`src/rtl/instr_fetch.sv`:
```
// Instruction fetch stage: PC register, BOOT/RUN sequencing and the IF/ID pipeline register.
// Optional fetch/stall/flush statistics counters are enabled with `define FETCH_STATS_EN.
module instr_fetch #(
    parameter logic [31:0] RESET_PC = 32'h0000_0000
) (
    input  logic        clk,
    input  logic        rst_n,
    input  logic        stall,
    input  logic        redirect_br,
    input  logic [31:0] br_target,
    input  logic        redirect_j,
    input  logic [31:0] j_target,
    output logic [31:0] imem_addr,
    input  logic [31:0] imem_rdata,
    output logic [31:0] if_id_instr,
    output logic [31:0] if_id_pc4,
    output logic        if_id_valid
`ifdef FETCH_STATS_EN
    ,
    output logic [31:0] fetch_cnt,
    output logic [31:0] stall_cnt,
    output logic [31:0] flush_cnt
`endif
);

    typedef enum logic {
        BOOT = 1'b0,
        RUN  = 1'b1
    } state_t;

    state_t      state_q, state_d;
    logic [31:0] pc_q, pc_d;
    logic [31:0] instr_q, instr_d;
    logic [31:0] pc4_q, pc4_d;
    logic        valid_q, valid_d;
    logic        do_fetch, do_stall, do_flush;

    always_comb begin
        state_d  = state_q;
        pc_d     = pc_q;
        instr_d  = instr_q;
        pc4_d    = pc4_q;
        valid_d  = valid_q;
        do_fetch = 1'b0;
        do_stall = 1'b0;
        do_flush = 1'b0;
        unique case (state_q)
            BOOT: begin
                pc_d    = RESET_PC;
                instr_d = 32'h0;
                pc4_d   = 32'h0;
                valid_d = 1'b0;
                state_d = RUN;
            end
            RUN: begin
                // Jump beats branch, and any redirect beats a stall
                if (redirect_j || redirect_br) begin
                    do_flush = 1'b1;
                    pc_d     = redirect_j ? (j_target & 32'hFFFF_FFFC)
                                          : (br_target & 32'hFFFF_FFFC);
                    instr_d  = 32'h0;
                    pc4_d    = 32'h0;
                    valid_d  = 1'b0;
                end else if (stall) begin
                    do_stall = 1'b1;
                end else begin
                    do_fetch = 1'b1;
                    pc_d     = pc_q + 32'd4;
                    instr_d  = imem_rdata;
                    pc4_d    = pc_q + 32'd4;
                    valid_d  = 1'b1;
                end
            end
            default: state_d = BOOT;
        endcase
    end

    always_ff @(posedge clk or negedge rst_n) begin
        if (!rst_n) begin
            state_q <= BOOT;
            pc_q    <= RESET_PC;
            instr_q <= 32'h0;
            pc4_q   <= 32'h0;
            valid_q <= 1'b0;
        end else begin
            state_q <= state_d;
            pc_q    <= pc_d;
            instr_q <= instr_d;
            pc4_q   <= pc4_d;
            valid_q <= valid_d;
        end
    end

    assign imem_addr   = pc_q;
    assign if_id_instr = instr_q;
    assign if_id_pc4   = pc4_q;
    assign if_id_valid = valid_q;

`ifdef FETCH_STATS_EN
    logic [31:0] fetch_cnt_q, fetch_cnt_d;
    logic [31:0] stall_cnt_q, stall_cnt_d;
    logic [31:0] flush_cnt_q, flush_cnt_d;

    always_comb begin
        fetch_cnt_d = fetch_cnt_q + {31'b0, do_fetch};
        stall_cnt_d = stall_cnt_q + {31'b0, do_stall};
        flush_cnt_d = flush_cnt_q + {31'b0, do_flush};
    end

    always_ff @(posedge clk or negedge rst_n) begin
        if (!rst_n) begin
            fetch_cnt_q <= 32'h0;
            stall_cnt_q <= 32'h0;
            flush_cnt_q <= 32'h0;
        end else begin
            fetch_cnt_q <= fetch_cnt_d;
            stall_cnt_q <= stall_cnt_d;
            flush_cnt_q <= flush_cnt_d;
        end
    end

    assign fetch_cnt = fetch_cnt_q;
    assign stall_cnt = stall_cnt_q;
    assign flush_cnt = flush_cnt_q;
`else
    logic unused_stats;
    assign unused_stats = do_fetch ^ do_stall ^ do_flush;
`endif

endmodule
```
`config.mk`:
```
export PLATFORM = sky130hd
export DESIGN_NAME = instr_fetch
export DESIGN_NICKNAME = d
export VERILOG_FILES = /design/src/rtl/instr_fetch.sv
export SDC_FILE = /design/constraint.sdc
export NUM_CORES = 1
export LEC_CHECK = 0
export CAP_MARGIN = 15
export CORE_ASPECT_RATIO = 1.2
export CORE_MARGIN = 10
export CORE_UTILIZATION = 45
export CTS_CLUSTER_SIZE = 16
export DETAILED_ROUTE_END_ITERATION = 12
export HOLD_SLACK_MARGIN = 0.03
export PLACE_DENSITY = 0.8
export SLEW_MARGIN = 20
export SYNTH_ARGS = -nofsm -noshare
export SYNTH_HDL_FRONTEND = slang
export SYNTH_SLANG_ARGS = --single-unit
```
`constraint.sdc`:
```
create_clock -name clk -period 2.73 [get_ports clk]
set_input_delay 0.546 -clock clk [delete_from_list [all_inputs] [get_ports clk]]
set_output_delay 0.546 -clock clk [all_outputs]
set_load 0.01 [all_outputs]
```
==> impl_metrics.ini, run 1 <==
[die]
core_region_area_um2 = 11500
die_w_um = 119
die_y_um = 139
initial_core_util = 0.458
dieArea_um2 = 16500
ioPinCount = 198
row_count = 43

[sta]
hold_slack_ns = 0.154
slew_violations = 0
hold_violations = 0
worstMarginPinSlew_ns = 0.648
finClkSkew_ns = 0.00774
min_period_ns = 2.37
setup_violations = 0
rsz0062_at_grt = no
relSlewSlack = 0.564
timing.setup.tns_ns = 0
fmax_mhz = 423
finalCritPeriodShare = 0.867
finalWorstSetupSlack_ns = 0.364

[cts]
cts_buffer_depth = 2
clock_latency_ns = 0.34
cts_resized = 0
cts.sinks = 95
cts-hold-fix-buffers = 0
h-tree-depth = 3
cts-root-buf = clkbuf_16
postCtsSetupRepairBufs = 0
clk_pin_slew_worst_paths_ns = 0.07
cts_tree = done
cts-buffers-inserted = 9

[placed_design]
dpl.hpwl_um = 14400
port_buffers = 191
gp_congestion = 0.902
pre_cts_slack_ns = 0.226
placed_cell_area_um2 = 7420
dp.cells = 875

[worst_hold_path]
hold_class = in2async

[final_layout]
num_antenna_cells = 0
n_fill_cell = 930
num-nets-final = 831
area_growth_syn_to_layout_pct = 48.1
stdcell_count = 891
fin_area_um2 = 7800
drive_gt1_frac = 0.0872
utilization = 0.678

[detailed_routing]
drtIter0Drc = 459
drt-total-wl_um = 19200
drc_errors = 0
dr.pass1.iters = 5
vias_per_cell = 6.10
final_antenna_net_count = 0
routed-via-count = 5436
wl_per_cell_um = 21.6

[grt]
grt_remaining_overflow = 0
grt_pass1_wl_um = 30400
grt_pass1_vias = 5538
track_usage = 0.226
antenna_found_initial = 0
grt_max_degree = 59

[pwr]
power_frac_comb = 0.176
p_sw_frac = 0.256
p_seq_frac = 0.413
power_mw = 3.85
p_int_mw = 2.87
p_switching_mw = 0.988
p_per_area_nw_per_um2 = 494
ir_worst_vdd_v = 0.000354
leakagePower_nw = 3.12
clockPowerShare = 0.411

[run]
maxCapViolations = 0

[worst_setup_path]
critical_path_class = reg2reg
cp_data_arrival_time_ns = 2.59
start_kind = register
cp.required_ns = 2.95
crit_fanout = 12
end_kind = register

[yosys]
ys_ff_latch = 95
synth_edf_count = 0
syn_avg_cell_area_um2 = 9.68
synthFlopType = dfrtp_1
post_synth_num_cell_types = 66
yosys_warnings = 0
async_flop_share = 1.00
yosysSeqAreaShare = 0.451
syn_inst = 544
synthesis.area_um2 = 5270

[status]
status = complete, no violations
## power by group through the flow
| stage | registers, mW | clock network [mW] | logic [mW] |
|---|---|---|---|
| 2_1_floorplan | 1.59 | 0 | 0.275 |
| 3_3_place_gp | 1.61 | 0 | 0.656 |
| 3_5_place_dp | 1.62 | 0 | 0.672 |
| 4_1_cts | 1.59 | 1.60 | 0.677 |
| 5_1_grt | 1.61 | 1.66 | 0.723 |
| 6_report | 1.59 | 1.58 | 0.677 |
## synthesized netlist by cell type, drive strengths merged, types with 11 or more instances
cell | n | area (µm²)
inv | 11 | 41.3
buf | 25 | 149
nand3 | 20 | 113
a21oi | 14 | 70.1
dfrtp | 95 | 2380
o21ai | 23 | 115
nand4 | 14 | 100
nor2 | 19 | 71.3
nand2 | 48 | 180
a22o | 41 | 360
o211ai | 21 | 158
nand2b | 23 | 144
o22ai | 11 | 68.8
nor4 | 12 | 75.1
clkbuf | 27 | 104
## registers in the layout, indices dropped and copies added (netlist names)
register and cells:
if_id_instr 32, imem_addr 30, if_id_valid 1, if_id_pc4 31, state_q 1
## cell usage in the layout, fill, tap and decap left out, types with 4 or more instances in the layout
cell             instances
dfrtp_1                 95
or3_1                    8
clkbuf_16                9
o22ai_1                 11
nor2_1                  19
nand4_1                 12
nand3_1                 19
o2111a_1                 9
a22o_1                  40
a22oi_1                 10
buf_4                   32
bufinv_16                4
nor3_1                   6
or4_1                    6
o211ai_1                21
a21oi_1                 14
o2111ai_1                4
nand4b_1                 5
nand2b_1                23
nand2_1                 48
a221o_1                  5
inv_1                   11
nor4_1                  12
a211o_1                  4
xnor2_1                  9
clkdlybuf4s50_1        190
o31ai_1                  8
nor2b_1                  5
o311ai_0                 6
o21ai_0                 23
## per-layer routing
layer / share of wire / track usage / vias to the layer above / routed length, µm
met5: 0 / 0 / - / 0
met4: 0.026 / 0.0721 / 0 / 492
met3: 0.077 / 0.0631 / 40 / 1480
met2: 0.48 / 0.377 / 280 / 9280
met1: 0.41 / 0.276 / 2660 / 7960
li1: - / - / 2456 / -
## critical path, cell delays in order (launching register included)
cell and delay (ns):
dfrtp_1 0.45, ha_1 0.33, nand3_4 0.18, or4_4 0.65, o311a_2 0.36, a221o_1 0.26
## final timing paths
path	slack [ns]	to	cells after the start	from
worst max-delay path	0.36	if_id_pc4[24]	5	imem_addr[3]
worst min-delay path	0.15	if_id_instr[8]	1	rst_n
worst max register to register	0.36	if_id_pc4[24]	5	imem_addr[3]
worst min register to register	0.48	if_id_pc4[8]	1	if_id_pc4[8]
max in group asynchronous	1.86	if_id_pc4[24]	2	rst_n
min in group clk	0.48	if_id_pc4[8]	1	if_id_pc4[8]
## logic make-up (layout without fill, tap and decap cells)
| logic type | after synthesis | count (layout) | share of synthesized area |
|---|---|---|---|
| compound gates | 184 | 184 | 0.269 |
| flops | 95 | 95 | 0.451 |
| other cells | 2 | 3 | 0.00143 |
| mux | 1 | 1 | 0.00190 |
| simple gates | 186 | 186 | 0.198 |
| fa+ha+maj | 1 | 1 | 0.00237 |
| buf+inv | 63 | 252 | 0.0558 |
| xor+xnor | 12 | 12 | 0.0200 |
## area by class of cell
| type | instances | area [µm²] | share of cell area |
|---|---|---|---|
| tap | 157 | 196 | 0.0252 |
| clock buffer | 10 | 239 | 0.0306 |
| timing repair buffer | 225 | 2200 | 0.282 |
| inverter | 11 | 41.3 | 0.00529 |
| clock inverter | 6 | 138 | 0.0176 |
| sequential | 95 | 2380 | 0.305 |
| multi-input combinational | 387 | 2610 | 0.334 |
Note: power is estimated with default switching activity, not from simulation.
==> run 2: changes to the inputs <==
Settings changed: CTS_CLUSTER_SIZE 16 to unset, SLEW_MARGIN 20 to unset.
==> results of run 2 <==
The final DEF is identical to that of run 1; final timing and power are the same.
